### config.mk
export PLATFORM = sky130hd
export DESIGN_NAME = keystream_xor_unit
export DESIGN_NICKNAME = d
export VERILOG_FILES = /design/src/rtl/keystream_xor_unit.sv
export SDC_FILE = /design/constraint.sdc
export NUM_CORES = 1
export LEC_CHECK = 0
export CAP_MARGIN = 10
export CORE_ASPECT_RATIO = 0.5
export CORE_MARGIN = 5
export CORE_UTILIZATION = 45
export DETAILED_ROUTE_END_ITERATION = 7
export PLACE_DENSITY = 0.75
export SYNTH_ARGS = -nofsm -noshare
export SYNTH_HDL_FRONTEND = slang
export SYNTH_SLANG_ARGS = --single-unit
### constraint.sdc
create_clock -name clk -period 8.4 [get_ports clk]
set_clock_uncertainty 0.05 [all_clocks]
set_input_delay 1.68 -clock clk [delete_from_list [all_inputs] [get_ports clk]]
set_output_delay 1.68 -clock clk [all_outputs]
set_load 0.02 [all_outputs]
### src/rtl/keystream_xor_unit.sv
// keystream_xor_unit
//   Datapath stage behind counter_block. It holds the counter register that
//   feeds counter_block's prev_value and drives that block's controls. Each
//   accepted plaintext word is combined with counter_next and key, run through
//   an iterative ARX mix, and XORed with the keystream. The result is a
//   registered ciphertext word.
//
// Ports
//   clk, rst        rising-edge clock, synchronous active-high reset
//   key             cipher key, held stable per message (shared with counter_block)
//   valid_in        plaintext word valid
//   new_message     first word of a message (qualifies valid_in)
//   data_in         plaintext word
//   ready_in        combinational accept indicator, high only in IDLE
//   counter_in      counter_block counter_next
//   counter_reg     registered counter, drives counter_block prev_value
//   cb_enable       counter_block enable (valid_in & ready_in)
//   cb_new_message  counter_block new_message (pass-through)
//   data_out        ciphertext word
//   valid_out       data_out valid
//   ready_out       downstream accepts data_out

module keystream_xor_unit #(
    parameter int unsigned ROUNDS = 4,
    parameter int unsigned ROT    = 7
) (
    input  logic        clk,
    input  logic        rst,
    input  logic [31:0] key,
    input  logic        valid_in,
    input  logic        new_message,
    input  logic [31:0] data_in,
    output logic        ready_in,
    input  logic [31:0] counter_in,
    output logic [31:0] counter_reg,
    output logic        cb_enable,
    output logic        cb_new_message,
    output logic [31:0] data_out,
    output logic        valid_out,
    input  logic        ready_out
);

    localparam int unsigned W  = 32;
    localparam int unsigned RW = 8;

    typedef enum logic [1:0] {
        IDLE = 2'd0,
        RUN  = 2'd1,
        DONE = 2'd2
    } state_t;

    state_t          state;
    logic [W-1:0]    s;
    logic [W-1:0]    data_lat;
    logic [RW-1:0]   round;

    logic [W-1:0]    sum_c;
    logic [W-1:0]    rot_c;
    logic [W-1:0]    s_next_c;
    logic            last_round_c;

    // One ARX round: add key, rotate left by ROT, mix in the round index
    assign sum_c        = s + key;
    assign rot_c        = (sum_c << ROT) | (sum_c >> (W - ROT));
    assign s_next_c     = rot_c ^ {{(W-RW){1'b0}}, round};
    assign last_round_c = (round == RW'(ROUNDS - 1));

    // Handshake and counter_block controls; ready_in is forced low during reset
    assign ready_in       = (state == IDLE) && !rst;
    assign cb_enable      = valid_in & ready_in;
    assign cb_new_message = new_message;

    // Control FSM and datapath registers
    always_ff @(posedge clk) begin
        if (rst) begin
            state       <= IDLE;
            counter_reg <= '0;
            data_out    <= '0;
            valid_out   <= 1'b0;
            round       <= '0;
            s           <= '0;
            data_lat    <= '0;
        end else begin
            case (state)
                IDLE: begin
                    if (valid_in) begin
                        counter_reg <= counter_in;
                        s           <= counter_in ^ key;
                        data_lat    <= data_in;
                        round       <= '0;
                        state       <= RUN;
                    end
                end
                RUN: begin
                    s     <= s_next_c;
                    round <= round + RW'(1);
                    if (last_round_c) begin
                        data_out  <= data_lat ^ s_next_c;
                        valid_out <= 1'b1;
                        state     <= DONE;
                    end
                end
                DONE: begin
                    // Output is held until the consumer takes it
                    if (ready_out) begin
                        valid_out <= 1'b0;
                        state     <= IDLE;
                    end
                end
                default: begin
                    state <= IDLE;
                end
            endcase
        end
    end

endmodule

# Word level (Yosys, flattened, before mapping)
# Index checks and enable logic that the tools add are counted.
# totals
register_bits,139
inputBits,101
out_inout_bits,68
# classes
n_addsub,2
eq_ne,6
muxes,11
bitwise,5
reduce_logical,10
# ops
cell,n
case mux 32 bit (2 select lines),1
XOR 32 bit,2
adder 32 bit,1
2-to-1 mux 32 bit,1
OR 32 x 7 -> 32 bit,1
XOR 32 x 8 -> 32 bit,1
case mux 8 bit (2 select lines),1
adder 8 x 1 -> 8 bit (second input constant),1
equality test 8 x 2 -> 1 bit (second input constant),1
2-to-1 mux 8 bit,1
2-to-1 mux 2 bit,3
!= test 2 bit (second input constant),3
case mux 2 bit (3 select lines),1
AND reduction 2 bit,3
AND reduction 3 bit,2
nonzero test 2 bit,2
equality test 2 x 1 -> 1 bit (second input constant),1
equality test 2 bit (second input constant),1
logical NOT 2 bit,1
2-to-1 mux 1 bit,2
case mux 1 bit (2 select lines),1
bitwise AND 1 bit,1
logical AND 1 bit,1
logical NOT 1 bit,1

# Logic depth before layout (Yosys ltp)
# Gate-level depths: netlist of run 1.
# logic_depth
ltp_word,4
ltp_mapped,11
mapped_depth_nobuf,11

# Worst setup path after synthesis of run 1
# No wires, ideal clock.
# synth_path
path_type,in2out
start,input port rst
end,output port ready_in
t_arrival_ns,2.690
path_slack_ns,3.980
stages,4
path_cell_list,clkbuf_1 -> clkbuf_1 -> clkbuf_1 -> nor3_1
# synth_via
elab_chain_cells,2
# synth_lines
element,line_no,rtl
from (decl),28,"input logic rst,"
logical NOT 1 bit,69,assign ready_in = (state == IDLE) && !rst;
logical AND 1 bit,69,
to (decl),33,"output logic ready_in,"
# Every way passes these cells.

# Worst setup path after layout of run 1
# layout_path
start,input port key[0]
end,register data_out[5]
# layout_via
elab_chain_cells,4
# layout_lines
element,line_no,rtl
from (decl),29,"input logic [31:0] key,"
adder 32 bit,63,assign sum_c = s + key;
OR 32 x 7 -> 32 bit,64,assign rot_c = (sum_c << ROT) | (sum_c >> (W - ROT));
XOR 32 x 8 -> 32 bit,65,"assign s_next_c = rot_c ^ {{(W-RW){1'b0}}, round};"
XOR 32 bit,98,data_out <= data_lat ^ s_next_c;
to (signal assigned),98,
to (decl),38,"output logic [31:0] data_out,"
# Every way passes these cells.
# A chain may end at the register's enable or synchronous reset.

==> results of run 1 <==
## metrics by stage
stage / hold slack (ps) / power (mW)
global placement: 392 / 1.24
finish: 403 / 2.12
floorplan: 390 / 1.08
detailed placement: 396 / 1.25
CTS: 405 / 2.12
global route: 423 / 2.21
## layout make-up
class | instances | share of cell area (%)
clock inverter | 15 | 2.51
sequential | 139 | 28.3
clock buffer | 17 | 4.33
timing repair buffer | 172 | 17.3
tap | 227 | 2.89
inverter | 6 | 0.229
multi-input combinational | 713 | 44.4
## power groups by stage
stage,Combinational (mW),Clock (mW),Sequential [mW]
6_report,0.522,0.869,0.726
5_1_grt,0.567,0.914,0.730
4_1_cts,0.518,0.881,0.725
3_5_place_dp,0.515,0,0.740
3_3_place_gp,0.505,0,0.738
2_1_floorplan,0.340,0,0.744
## final timing paths
| check | endpoint | slack (ps) | cells past startpoint |
|---|---|---|---|
| max | data_out[5] | 3360 | 12 |
| min | counter_reg[28] | 400 | 2 |
| max reg2reg | data_out[5] | 4790 | 11 |
| min reg2reg | counter_reg[28] | 400 | 2 |
## cell usage in the layout (no fill, tap or decap), types with 6 or more instances in the layout
cell / Yosys / layout
a31oi_1: 10 / 10
inv_1: 6 / 6
xor2_1: 16 / 16
a21o_1: 13 / 13
nand3_1: 12 / 12
and3_1: 7 / 7
bufinv_16: 0 / 6
ha_1: 32 / 32
a221oi_1: 22 / 22
dfxtp_1: 139 / 139
xnor2_1: 75 / 75
nor3_1: 11 / 11
nor2_1: 115 / 114
nand2_1: 155 / 154
a211oi_1: 26 / 26
clkbuf_16: 0 / 17
clkdlybuf4s50_1: 0 / 165
buf_4: 1 / 7
o21ai_0: 13 / 13
a21oi_1: 111 / 111
## kinds of logic after synthesis
| family | count (synthesis) | synth area share, % |
|---|---|---|
| AND/OR/NAND/NOR | 349 | 20.8 |
| AO/OA/AOI/OAI | 237 | 21.1 |
| flip-flops | 139 | 37.6 |
| XOR/XNOR | 91 | 10.8 |
| buffers and inverters | 61 | 3.63 |
| adder cells (fa/ha/maj) | 33 | 5.68 |
| multiplexers | 3 | 0.439 |
## cells in the mapped netlist (5+ instances only)
library cell | n | area [sq um]
nor2_1 | 115 | 432
xor2_1 | 16 | 140
xnor2_1 | 75 | 657
a21oi_1 | 111 | 556
and3_1 | 7 | 43.8
and2_1 | 6 | 37.5
inv_1 | 6 | 22.5
ha_1 | 32 | 400
nor4b_1 | 5 | 43.8
a211oi_1 | 26 | 195
a31oi_1 | 10 | 62.6
a221oi_1 | 22 | 193
clkbuf_1 | 40 | 150
nand3_1 | 12 | 60.1
dfxtp_1 | 139 | 2780
a21o_1 | 13 | 97.6
nor3_1 | 11 | 55.1
buf_1 | 9 | 33.8
nand2_1 | 155 | 582
o21ai_0 | 13 | 65.1
## metal layers
metal	vias up	GRT usage, %
met4	0	5.02
li1	3483	-
met5	-	0
met3	22	5.67
met2	241	35.1
met1	3320	33.8
## tightest hold or removal path: stages, from the launching register on
cell and delay [ps]:
dfxtp_1 310, nand2_1 50, a21oi_1 50
==> reports/metrics.csv, run 1 <==
metric;value;unit
post-route DRC violation count;0;
type of the most critical hold path;reg -> reg;
antenna violations before repair;0;
clock group share of total power;41.0;%
number of max-cap violations;0;
M1 wire length;10900;microns
final global-route overflow total;0;
slew of the pin with the lowest slew margin;1020;ps
via count of the first global-routing pass;6812;
net total in the final layout;1183;
Synth Register Bits;139;
row cnt;33;
final standard cell count with taps included and fillers excluded;1289;
CTS sink cnt;139;
P_int;1.48;mW
die outline area;19300;sq um
largest buffer count on any clock path;2;
cell seen most often among critical-path stages;a31oi_1;
number of pins with negative max-slew slack in the final report;0;
Sw Share;30.0;%
final hold violation count;0;
post-route setup slack;3360;ps
Worst path top cell family by delay;compound AO/OA/AOI/OAI gates;
Crit. End Element;register;
Final TNS setup;0;ps
Cells after Synth;913;
Total Routing Usage GR;23.2;%
Port Buf Inserts;166;
LEAKAGE;3.74;nW
post-route design area;9830;sq um
insertion delay of the later-clocked pin in the worst-skew pair;430;ps
relative contribution of combinational cells to total power;24.7;%
post-CTS setup buffers;0;
die width;191;microns
yosys synthesis warning count;0;
cts bufs inserted;17;
fmax;198;MHz
Yosys cell types;70;
total power per unit cell area;215;nW/um^2
global placer's final weighted congestion;0.888;
outcome;completed;
Top Metal Used;met4;
Placed Cells;1257;
via density per instance;5.48;
Met3 Wirelength;1680;microns
most used flip-flop cell after synthesis;dfxtp_1;
first-pass GRT wire length;35600;microns
Post-CTS Resized;0;
RSZ-0062 raised after global routing;no;
TritonCTS clock tree;done;
number of inserted diodes;0;
Area growth syn-to-layout;32.8;%
part of the Yosys area used for sequential elements;37.6;%
total wire length;22500;microns
Die Y-Extent;101;microns
worst path required time;8670;ps
share of final-layout standard cells stronger than drive strength 1;6.31;%
starting density of the core;45.5;%
Avg Cell Area, Syn;8.11;sq um
crit-path cells;clkdlybuf4s50_1 > ha_1 > fa_1 > a21o_2 > a221o_1 > a31oi_1 > a41oi_1 > a31oi_1 > nor2_1 > a211oi_1 > nor4b_1 > a211o_1;
via count of the routed design;7066;
register area;2780;sq um
largest stage delay on the critical path;450;ps
sequential power share;34.3;%
worst setup path start;key[0];
net count after synthesis;1047;
Crit-path slowest cell;clkdlybuf4s50_1;
mean routed wirelength per cell;17.5;microns
number of enable-type register cells in the synthesized netlist;0;
Setup Viol. Count Final;0;
dpl hpwl;16300;microns
Setup WS pre-CTS;2980;ps
Util after Layout;60.4;%
Post-DRT Antenna Nets;0;
worst r2r src;s[0];
Post-Place Cell Area;9160;sq um
maximum net fanout on the critical path;3;
total length of routed met2 wires;9610;microns
number of top-level pins;169;
DRC marker count from the first detailed-route iteration;590;
clock transition at the registers of the reported paths;60;ps
category of the critical setup timing path;in -> reg;
Buffers & Inverters on Critical Path;1;
startpoint kind of the worst setup timing path;input pin;
H-Tree Depth;4;
multi-input gate area in the final layout;4360;sq um
switching power;0.636;mW
Post-CTS Hold Buffers;0;
detailed-router iteration count before antenna repair;7;
pin count of the biggest net entering global routing;97;
slew margin rel.;32.0;%
Core Box Area;16300;sq um
Period Utilization, post-route;60.0;%
Tmin final;5040;ps
root cell of the clock tree;clkbuf_16;
Filler Cell Count;1489;
hold path startpoint;counter_reg[28];
Max rail drop VDD;0.147;mV
Worst Path Arrival;5310;ps
synthesized area;7400;sq um
FFs w/ async S/R, synth;0;%
Note: power is estimated with default switching activity, not from simulation.
==> inputs of run 2 (changes only) <==
==> constraint.sdc (replaced) <==
create_clock -name clk -period 5 [get_ports clk]
set_clock_uncertainty 0.05 [all_clocks]
set_input_delay 1 -clock clk [delete_from_list [all_inputs] [get_ports clk]]
set_output_delay 1 -clock clk [all_outputs]
set_load 0.02 [all_outputs]
==> run 2 against run 1 <==
  * Global-route usage about the same
  * Sequential power increased by 68%
  * Cell area fell by 1.1%
  * Sequential share of layout area grew 0.32 points
  * Clock power increased by 38%
  * Worst setup slack worse by 2700 ps
  * Die area is the same
  * Clock-buffer cell count rose by 2
  * Critical endpoint unchanged
  * Worst hold slack about the same
  * Non-clock buffer count up 1
  * Combinational power rose by 69%
  * Critical path depth unchanged
==> reports/metrics.csv, run 2 (synthesized netlist as in run 1, its figures left out) <==
metric;value;unit
Post-DRT Antenna Nets;0;
Post-CTS Resized;0;
Core Box Area;16300;sq um
leading cell types in the layout, fill and taps excluded;165 x clkdlybuf4s50_1, 154 x nand2_1, 139 x dfxtp_1, 114 x nor2_1, 111 x a21oi_1;
Max rail drop VDD;0.277;mV
Period Utilization, post-route;87.4;%
RSZ-0062 raised after global routing;no;
TritonCTS clock tree;done;
post-route DRC violation count;0;
final hold violation count;0;
row cnt;33;
dpl hpwl;16200;microns
maximum net fanout on the critical path;3;
slew margin rel.;30.8;%
fmax;229;MHz
largest buffer count on any clock path;2;
pin count of the biggest net entering global routing;102;
worst path required time;5260;ps
via count of the first global-routing pass;6786;
starting density of the core;45.5;%
CTS sink cnt;139;
share of final-layout standard cells stronger than drive strength 1;6.21;%
die outline area;19300;sq um
most common cell after layout, fill and taps aside;clkdlybuf4s50_1;
Tmin final;4370;ps
total design power;3.31;mW
worst hold path depth;2;
Die Y-Extent;101;microns
hold path startpoint;counter_reg[22];
endpoint of the most critical register-to-register path;data_out[5];
net total in the final layout;1184;
mean routed wirelength per cell;17.5;microns
outcome;completed;
category of the critical setup timing path;in -> reg;
global placer's final weighted congestion;0.895;
Final TNS setup;0;ps
total wire length;22500;microns
via density per instance;5.52;
antenna violations before repair;0;
worst-case hold path end point;counter_reg[22];
Setup Viol. Count Final;0;
worst r2r src;s[0];
via count of the routed design;7122;
number of max-cap violations;0;
number of inserted diodes;0;
Crit. End Element;register;
final global-route overflow total;0;
Area growth syn-to-layout;31.3;%
cts bufs inserted;17;
clock transition at the registers of the reported paths;60;ps
Total Routing Usage GR;23.3;%
Worst Path Arrival;4630;ps
number of cell instances on the worst register-to-register path;11;
type of the most critical hold path;reg -> reg;
number of top-level pins;169;
slew of the pin with the lowest slew margin;1040;ps
reg2reg setup slack;1380;ps
first-pass GRT wire length;35700;microns
insertion delay of the later-clocked pin in the worst-skew pair;430;ps
Post-CTS Hold Buffers;0;
startpoint kind of the worst setup timing path;input pin;
total power per unit cell area;340;nW/um^2
root cell of the clock tree;clkbuf_16;
post-CTS setup buffers;0;
H-Tree Depth;4;
DRC marker count from the first detailed-route iteration;561;
detailed-router iteration count before antenna repair;6;
Port Buf Inserts;166;
number of pins with negative max-slew slack in the final report;0;
die width;191;microns
LEAKAGE;3.68;nW
run 2: changes by cell type in the layout (fill, tap and decap cells not counted), sizes merged:
cell,delta
clkinvlp,+2
inv,+1
bufinv,-5
buf,+1
clkbuf,+2
run 2: worst max-delay path, cell delays in order:
cell,delay [ps]
clkdlybuf4s50_1,440
ha_1,270
fa_1,420
a21o_2,220
a221o_1,340
a31oi_1,310
a41oi_1,350
a31oi_1,450
nor2_1,90
a211oi_1,350
nor4b_1,100
a211o_1,300
run 2: worst max-delay path by stage:
stage | start | to | slack [ps] | cells after the start
after global placement | key[0] | data_out[5] | 380 | 12
after detailed placement | key[0] | data_out[5] | 270 | 12
after floorplan | key[0] | data_out[5] | 1260 | 11
after CTS | key[0] | data_out[5] | 700 | 12
after global routing | key[0] | data_out[5] | 460 | 12
final | key[0] | data_out[5] | 630 | 12
run 2: routing by layer:
layer	up-vias	routed length [microns]	global-route usage [%]
met5	-	0	0
met4	0	314	6.45
met3	26	1870	5.29
met2	282	9570	35.1
met1	3344	10800	33.6
li1	3470	-	-
run 2: power breakdown:
group          switching (mW)  leakage (nW)  internal (mW)  total (mW)
Combinational           0.505          2.28          0.378       0.883
Sequential             0.0459          1.14           1.18        1.22
Clock                   0.517         0.264          0.687        1.20
run 2: layout make-up:
cell class	instances	area (sq um)
Clock buffer	19	433
Multi-Input combinational cell	713	4360
Clock inverter	13	120
Fill cell	1464	6550
Tap cell	227	284
Inverter	6	22.5
Timing Repair Buffer	173	1710
Sequential cell	139	2780
run 2: stage by stage:
stage	instances	worst slack, ps	util, %	area [sq um]	hold WS (ps)
3_5_place_dp	1258	267	56.3	9170	396
2_1_floorplan	913	1260	-	7400	390
4_1_cts	1290	696	59.7	9720	404
6_report	1290	629	59.7	9720	403
5_1_grt	1290	462	59.7	9720	415
3_3_place_gp	1258	378	56.3	9170	391
